### src/rtl/volt_pkg.sv
// volt_pkg: shared constants, FSM encoding and channel-pick helper for the voltage calibration sequencer
package volt_pkg;
  localparam int NUM_CH = 8;
  localparam int DATA_W = 16;
  localparam int DEC_W = 20;
  localparam int FULL_SCALE = 50000;
  localparam int SHIFT = 15;
  localparam int IDX_W = $clog2(NUM_CH);
  localparam logic [7:0] ASCII_PLUS = 8'd43;
  localparam logic [7:0] ASCII_MINUS = 8'd45;
  typedef enum logic [2:0] {S_IDLE, S_MAG, S_MUL, S_SCALE, S_CONV, S_STORE} state_t;
  function automatic logic [IDX_W-1:0] low_idx(input logic [NUM_CH-1:0] m);
    low_idx = '0;
    for (int i = NUM_CH - 1; i >= 0; i--) if (m[i]) low_idx = IDX_W'(i);
  endfunction
endpackage

### src/rtl/bcd_serial.sv
// bcd_serial: serial double-dabble binary to 5-digit BCD converter, done 17 cycles after start
module bcd_serial
  import volt_pkg::*;
(
  input  logic              clk,
  input  logic              rst,
  input  logic              start_i,
  input  logic [DATA_W-1:0] bin_i,
  output logic [DEC_W-1:0]  dec_o,
  output logic              done_o
);
  logic [DATA_W-1:0] sr_q;
  logic [DEC_W-1:0] acc_q, dec_q, adj, acc_d;
  logic [3:0] cnt_q;
  logic run_q, done_q;
  // add 3 to every digit >= 5, then shift in the next binary bit
  always_comb begin
    adj = '0;
    for (int i = 0; i < DEC_W / 4; i++) adj[4*i +: 4] = acc_q[4*i +: 4] >= 4'd5 ? acc_q[4*i +: 4] + 4'd3 : acc_q[4*i +: 4];
    acc_d = {adj[DEC_W-2:0], sr_q[DATA_W-1]};
  end
  // load on start, 16 iterations, final iteration writes the output register
  always_ff @(posedge clk or posedge rst)
    if (rst) begin
      run_q <= 1'b0;
      done_q <= 1'b0;
      cnt_q <= '0;
      sr_q <= '0;
      acc_q <= '0;
      dec_q <= '0;
    end else begin
      done_q <= 1'b0;
      if (!run_q) begin
        if (start_i) begin
          run_q <= 1'b1;
          sr_q <= bin_i;
          acc_q <= '0;
          cnt_q <= '0;
        end
      end else begin
        sr_q <= sr_q << 1;
        acc_q <= acc_d;
        cnt_q <= cnt_q + 4'd1;
        if (cnt_q == 4'd15) begin
          run_q <= 1'b0;
          dec_q <= acc_d;
          done_q <= 1'b1;
        end
      end
    end
  assign dec_o = dec_q;
  assign done_o = done_q;
endmodule

### src/rtl/volt_cal_seq.sv
// volt_cal_seq: time-shared |x|*FULL_SCALE>>SHIFT scaling and BCD conversion for all ADC channels
module volt_cal_seq
  import volt_pkg::*;
(
  input  logic                     clk,
  input  logic                     ad_reset,
  input  logic                     ad_data_valid,
  input  logic [NUM_CH*DATA_W-1:0] ad_ch_all,
  input  logic [NUM_CH-1:0]        ch_en,
  output logic [NUM_CH*DEC_W-1:0]  ch_dec_all,
  output logic [NUM_CH*8-1:0]      ch_sig_all,
  output logic                     busy,
  output logic                     frame_done,
  output logic                     overrun
);
  state_t state_q, state_d;
  logic [NUM_CH*DATA_W-1:0] data_q;
  logic [NUM_CH-1:0] mask_q, above;
  logic [IDX_W-1:0] idx_q;
  logic [DATA_W-1:0] mag_q, vol_q, x;
  logic [7:0] sig_q;
  logic [31:0] prod_q;
  logic [NUM_CH*DEC_W-1:0] dec_q;
  logic [NUM_CH*8-1:0] sgn_q;
  logic st_q, busy_q, busy_d, fd_q, fd_d, ov_q, ov_d, accept, last, bcd_done;
  logic [DEC_W-1:0] bcd_dec;
  assign x = data_q[idx_q*DATA_W +: DATA_W];
  // next state, frame bookkeeping and status pulses
  always_comb begin
    accept = state_q == S_IDLE && ad_data_valid;
    above = mask_q & ({{(NUM_CH-1){1'b1}}, 1'b0} << idx_q);
    last = state_q == S_STORE && above == '0;
    state_d = state_q;
    case (state_q)
      S_IDLE:  state_d = accept && ch_en != '0 ? S_MAG : S_IDLE;
      S_MAG:   state_d = S_MUL;
      S_MUL:   state_d = S_SCALE;
      S_SCALE: state_d = S_CONV;
      S_CONV:  state_d = bcd_done ? S_STORE : S_CONV;
      S_STORE: state_d = last ? S_IDLE : S_MAG;
      default: state_d = S_IDLE;
    endcase
    busy_d = accept && ch_en != '0 ? 1'b1 : last ? 1'b0 : busy_q;
    fd_d = (accept && ch_en == '0) || last;
    ov_d = ad_data_valid && state_q != S_IDLE;
  end
  // datapath pipeline, channel walk and per-slot output banks
  always_ff @(posedge clk or posedge ad_reset)
    if (ad_reset) begin
      state_q <= S_IDLE;
      data_q <= '0;
      mask_q <= '0;
      idx_q <= '0;
      mag_q <= '0;
      sig_q <= ASCII_PLUS;
      prod_q <= '0;
      vol_q <= '0;
      st_q <= 1'b0;
      dec_q <= '0;
      sgn_q <= {NUM_CH{ASCII_PLUS}};
      busy_q <= 1'b0;
      fd_q <= 1'b0;
      ov_q <= 1'b0;
    end else begin
      state_q <= state_d;
      busy_q <= busy_d;
      fd_q <= fd_d;
      ov_q <= ov_d;
      st_q <= state_q == S_SCALE;
      if (accept) begin
        data_q <= ad_ch_all;
        mask_q <= ch_en;
        idx_q <= low_idx(ch_en);
      end
      if (state_q == S_MAG) begin
        mag_q <= x[DATA_W-1] ? ~x + 1'b1 : x;
        sig_q <= x[DATA_W-1] ? ASCII_MINUS : ASCII_PLUS;
      end
      if (state_q == S_MUL) prod_q <= 32'(mag_q) * 32'(FULL_SCALE);
      if (state_q == S_SCALE) vol_q <= DATA_W'(prod_q >> SHIFT);
      if (state_q == S_STORE) begin
        dec_q[idx_q*DEC_W +: DEC_W] <= bcd_dec;
        sgn_q[idx_q*8 +: 8] <= sig_q;
        if (!last) idx_q <= low_idx(above);
      end
    end
  bcd_serial u_bcd (
    .clk(clk),
    .rst(ad_reset),
    .start_i(st_q),
    .bin_i(vol_q),
    .dec_o(bcd_dec),
    .done_o(bcd_done)
  );
  assign ch_dec_all = dec_q;
  assign ch_sig_all = sgn_q;
  assign busy = busy_q;
  assign frame_done = fd_q;
  assign overrun = ov_q;
endmodule

### config.mk
export PLATFORM = sky130hd
export DESIGN_NAME = volt_cal_seq
export DESIGN_NICKNAME = d
export VERILOG_FILES = /design/src/rtl/volt_pkg.sv /design/src/rtl/bcd_serial.sv /design/src/rtl/volt_cal_seq.sv
export SDC_FILE = /design/constraint.sdc
export NUM_CORES = 1
export LEC_CHECK = 0
export ABC_AREA = 0
export BUFFER_PORTS_ARGS = -buffer_cell sky130_fd_sc_hd__buf_2
export CAP_MARGIN = 20
export CORE_AREA = 4 4 223 225
export CTS_CLUSTER_DIAMETER = 120
export DETAILED_ROUTE_END_ITERATION = 12
export DIE_AREA = 0 0 227 229
export HOLD_SLACK_MARGIN = 0.12
export PLACE_DENSITY_LB_ADDON = 0.25
export SYNTH_ARGS = -nofsm -noshare
export SYNTH_HDL_FRONTEND = slang
export SYNTH_SLANG_ARGS = --single-unit
### constraint.sdc
create_clock -name clk -period 11.7 [get_ports clk]
set_input_delay 0.585 -clock clk [delete_from_list [all_inputs] [get_ports clk]]
set_output_delay 0.585 -clock clk [all_outputs]
set_load 0.05 [all_outputs]
; ---- Yosys cells after proc, flatten, opt, wreduce, memory -nomap -nowiden
; Cells that the tools add are included.
[totals]
reg_bits = 499
latchBits = 0
mem_bits_rw = 0
romBits = 0
in_bits = 139
output_inout_bits = 227
elab_cells = 109
n_memories = 0
[op_classes]
n_addsub = 9
mul = 2
n_div = 0
magnitude_cmp = 5
n_eq_ne = 6
n_shift = 6
n_mux = 45
bitwise_logic = 2
n_reduce_logical = 14
[op_table]
columns = cell, n
row1 = bitwise mux 160 bit, 1
row2 = "variable shift 20 x 34 -> 160 bit, first input constant", 1
row3 = variable part select 20 x 34 -> 160 bit, 1
row4 = variable part select 128 x 8 -> 16 bit, 1
row5 = bitwise mux 64 bit, 1
row6 = "variable shift 8 x 34 -> 64 bit, first input constant", 1
row7 = variable part select 8 x 34 -> 64 bit, 1
row8 = 2-to-1 mux 3 bit, 21
row9 = 2-to-1 mux 16 bit, 3
row10 = 2-to-1 mux 20 bit, 2
row11 = negator 6 -> 34 bit, 1
row12 = negator 8 -> 34 bit, 1
row13 = "multiplier 16 x 12 -> 27 bit, second input constant", 1
row14 = 2-to-1 mux 4 bit, 6
row15 = ">= comparator 4 x 3 -> 1 bit, second input constant", 5
row16 = one-hot mux 3 bit (6 select lines), 1
row17 = "adder 16 x 1 -> 16 bit, second input constant", 1
row18 = "adder 4 x 2 -> 4 bit, second input constant", 4
row19 = zero test 8 bit, 2
row20 = NOT 16 bit, 1
row21 = 2-to-1 mux 1 bit, 10
row22 = AND 8 bit, 1
row23 = nonzero test 8 bit, 1
row24 = "left shift 8 x 3 -> 8 bit, first input constant", 1
row25 = 13 further kinds, 20

; ---- Depth between registers and ports, before layout
[depth]
ltp_word = 12
depth_mapped = 17

; ---- Modules after synthesis
; Synthesis repeated with hierarchy kept, for this count alone.
[unflattened]
hier_cells = 2427
hier_area_um2 = 23975.5
[by_module_without_submodules]
columns = mod, instances, cells_each, area_each_um2, seq_area_each_um2
row1 = volt_cal_seq, 1, 2141, 21043.9, 9505.4
row2 = bcd_serial, 1, 286, 2931.6, 1551.5

; ---- Least setup slack after synthesis
; No wires, ideal clock.
[synth_timing]
path_type = reg-to-reg
start = reg mag_q[3]
end = reg prod_q[25]
setup_ns = 0.135
arrival_ns = 4.175
required_ns = 11.565
path_slack_ns = 7.390
path_stages_with_launch = 16
path_buffers = 0
period_less_slack_ns = 4.310
path_cell_list = dfrtp_1 ha_1 ha_1 inv_1 fa_1 inv_1 fa_1 fa_1 ha_1 a2111oi_0 o21ai_0 a2bb2oi_1 a21oi_1 a21oi_1 xor2_1 o21ai_0
[synth_between]
elab_chain_len = 1
[synth_lines]
columns = item, line
row1 = "start, declared", volt_cal_seq.sv:20  ; logic [DATA_W-1:0] mag_q, vol_q, x;
row2 = "start signal, assigned", volt_cal_seq.sv:76  ; mag_q <= x[DATA_W-1] ? ~x + 1'b1 : x;
row3 = multiplier 16 x 12 -> 27 bit, volt_cal_seq.sv:79  ; if (state_q == S_MUL) prod_q <= 32'(mag_q) * 32'(FULL_SCALE);
row4 = "end signal, assigned", volt_cal_seq.sv:79
row5 = "end, declared", volt_cal_seq.sv:22  ; logic [31:0] prod_q;
; Every way passes these cells.
; A chain may end at the register's enable or synchronous reset.

; ---- Worst setup path after layout
; Same ends and word-level chain as after synthesis.

==> impl_metrics.tcl <==
set metrics [dict create \
    ff2ff_path_depth 15 \
    cellInternalPower_w 0.004122 \
    max_freq_mhz 200.9 \
    grt_use_met3_pct 4.520 \
    outcome "finished clean" \
    netlist_area_um2 24550 \
    ant_nets 0 \
    slew_viol_final 0 \
    p_seq_share_pct 25.0 \
    cts_tree "done" \
    synth_seq_cells 441 \
    initial_utilization_pct 51.63 \
    cp_num_buf_inv 2 \
    synth_edf_count 0 \
    grt_max_degree 155 \
    peakVddDrop_mv 0.3153 \
    grt_pass1_wl_mm 111.2 \
    p_comb_share_pct 53.2 \
    layout-drive-gt1-share_pct 22.74 \
    cp_slowest_cell "fa_1" \
    avgSynthCellArea_um2 9.612 \
    cts_buffers 49 \
    grt_use_met2_pct 41.68 \
    grtUsageTotal_pct 26.83 \
    worstMarginPinSlew_ps 991.3 \
    overflow 0 \
    area_growth_pct 14.95 \
    die_area_um2 51980 \
    powerDensity_nw_per_um2 257.2 \
    holdBufCountCts 0 \
    min_path_type "primary input to flop" \
    worstSetupPathType "flop to flop" \
    die_w_um 227 \
    layout_commonest_cell "nand2_1" \
    yosysSeqAreaShare_pct 45.04 \
    use_met1_pct 39.19 \
    startpoint_type "flop" \
    cp_data_arrival_time_ps 5410 \
    cp_top_family "adder cells" \
    cts.sinks 441 \
    clk_pin_slew_worst_paths_ps 60 \
    synth_cells 2554 \
    fin_crit_ps 4978 \
    finalSetupViolCount 0 \
    switching_share_pct 43.20 \
    post_cts_buffers 0 \
    synth_cell_types 85 \
    clock_latency_ps 600 \
    die_h_um 229 \
    final_nets 3133 \
    via_per_inst 5.635 \
    cap_violations 0 \
    via_count 19650 \
    p_clk_share_pct 21.7 \
    core_area_um2 47550 \
    hold_viol 0 \
    path_cells "ha_1 > ha_1 > inv_1 > fa_1 > inv_1 > fa_1 > fa_1 > ha_1 > a2111oi_0 > o21ai_0 > a2bb2oi_1 > a21oi_1 > a21oi_1 > xor2_1 > o21ai_0" \
    cts_resized 0 \
    holdPathStages 3 \
    dr.pass1.iters 8 \
    leakagePower_nw 14.52 \
    p_switching_w 0.003135 \
    setup_tns_ps 0 \
    drt_iter0_drc 1658 \
    clock_path_buffers 3 \
    wl_per_cell_um 20.16 \
    cp_data_required_time_ps 12130 \
    busiest_layer "met2" \
    cp-end-kind "flop" \
    synthFlopType "dfrtp_1" \
    antenna_found_initial 3 \
    cp_max_fo 6 \
    synthTopCellsByArea "dfrtp_1 43%, nand2_1 10%, mux2_2 6.2%" \
    hold_ws_ps 170.9 \
    htree_levels 2 \
    yosysTopAreaCellShare_pct 43.22 \
    cts-root-buf "clkbuf_16" \
    port_buffers 341 \
    skew_ps 29.33 \
    path_depth 15 \
    wirelength_mm 70.32 \
    cp_slowest_stage_delay_ps 530 \
    rows 80 \
    rsz0062_at_grt "no" \
    layout_common_cells "680 x nand2_1, 421 x dfrtp_1, 341 x buf_2" \
    hpwl_mm 52.86 \
    grt_pass1_vias 19670 \
    place.gp.congestion 0.9453 \
    synthArstFlopShare_pct 100.0 \
    yosysWarnings 0 \
    fin_crit_sh_pct 42.54 \
    drc 0 \
    yosys.area.top_type "dfrtp_1" \
    slew_headroom_pct 33.30 \
    pin_count 366 \
]
[power by group through the flow]
stage | sequential, W | clock (W) | combinational (W)
global route | 0.00184 | 0.00167 | 0.00437
global placement | 0.00183 | 0 | 0.00369
floorplan | 0.00181 | 0 | 0.00295
detailed placement | 0.00184 | 0 | 0.00381
CTS | 0.00182 | 0.00160 | 0.00384
finish | 0.00182 | 0.00158 | 0.00386
[cell type report]
class	instances	area, µm²
Clock inverter	16	206.4
Inverter	127	480.5
Multi-Input combinational cell	1851	12300
Timing Repair Buffer	363	1932
Sequential cell	441	11060
Antenna cell	1	2.502
Fill cell	4047	19330
Tap cell	615	769.5
Clock buffer	74	1461
[cells by family after synthesis]
| logic type | count (synthesis) | share of synthesized area [%] |
|---|---|---|
| adder cells (fa/ha/maj) | 161 | 9.521 |
| XOR/XNOR | 37 | 1.320 |
| AO/OA/AOI/OAI | 404 | 10.41 |
| multiplexers | 227 | 11.09 |
| AND/OR/NAND/NOR | 998 | 17.33 |
| other | 1 | 0.01528 |
| buffers and inverters | 285 | 5.270 |
| flip-flops | 441 | 45.04 |
[state kept, by name, indices dropped and copies added, names as in the netlist]
name and cells:
mag_q 16, u_bcd.sr_q 16, mask_q 7, ch_sig_all 24, vol_q 16, u_bcd.acc_q 20
st_q 1, state_q 3, idx_q 3, ch_dec_all 160, busy 1, overrun 1
prod_q 16, u_bcd.run_q 1, data_q 128, sig_q 2, u_bcd.done_o 1, u_bcd.dec_o 20
u_bcd.cnt_q 4, frame_done 1
[synthesized netlist by cell type (5+ instances only)]
cell / number
dfrtp_1: 424
buf_4: 47
o211ai_1: 7
dfstp_2: 17
o22ai_1: 28
xor2_1: 7
or3_1: 7
buf_1: 15
o22a_1: 22
buf_2: 8
nand2b_1: 39
a22oi_1: 11
a21oi_1: 85
a2bb2oi_1: 5
nor2b_1: 14
inv_1: 126
xnor2_1: 30
o21ai_0: 130
o31ai_1: 30
nor3b_1: 6
or2_2: 10
and2_1: 8
buf_6: 5
and3_1: 8
nand4_1: 8
nor2_1: 122
nor3_1: 35
clkbuf_1: 83
ha_1: 118
mux2_2: 136
a211oi_1: 12
fa_1: 43
nand2_1: 681
a21o_1: 7
nor4_1: 5
o21ai_1: 10
nand3_1: 28
a31oi_1: 7
mux2i_1: 68
a22o_1: 12
mux4_2: 22
[worst register-to-register path: stages (launching register included)]
cell and delay (ps):
dfrtp_1 430, ha_1 320, ha_1 320, inv_1 70, fa_1 530, inv_1 60, fa_1 510, fa_1 490
ha_1 230, a2111oi_0 390, o21ai_0 150, a2bb2oi_1 520, a21oi_1 210, a21oi_1 320, xor2_1 160, o21ai_0 80
[metal layers]
layer	up-vias	wire, µm	share of wire, %
met2	712	32370	46
met5	-	27	0.038
met1	9633	31020	44
li1	9163	-	-
met3	142	4857	6.9
met4	4	2048	2.9
[worst paths after layout]
path | from | end | slack, ps
min reg2reg | prod_q[22] | vol_q[7] | 470
max | mag_q[3] | prod_q[25] | 6720
max reg2reg | mag_q[3] | prod_q[25] | 6720
max in group asynchronous | ad_reset | idx_q[0] | 9170
min in group asynchronous | ad_reset | data_q[123] | 290
min | ad_ch_all[61] | data_q[61] | 170
[stage by stage]
| step | setup WS, ps | instance area, µm² | total power [W] | utilization (%) | instances |
|---|---|---|---|---|---|
| after global routing | 6495 | 28220 | 0.007874 | 59.35 | 3488 |
| after global placement | 6997 | 26470 | 0.005517 | 55.68 | 3393 |
| after CTS | 6786 | 28140 | 0.007262 | 59.18 | 3483 |
| final | 6722 | 28220 | 0.007257 | 59.35 | 3488 |
| after floorplan | 5170 | 24640 | 0.004754 | - | 2577 |
| after detailed placement | 6815 | 26470 | 0.005651 | 55.68 | 3393 |
Note: power is estimated with default switching activity, not from simulation.
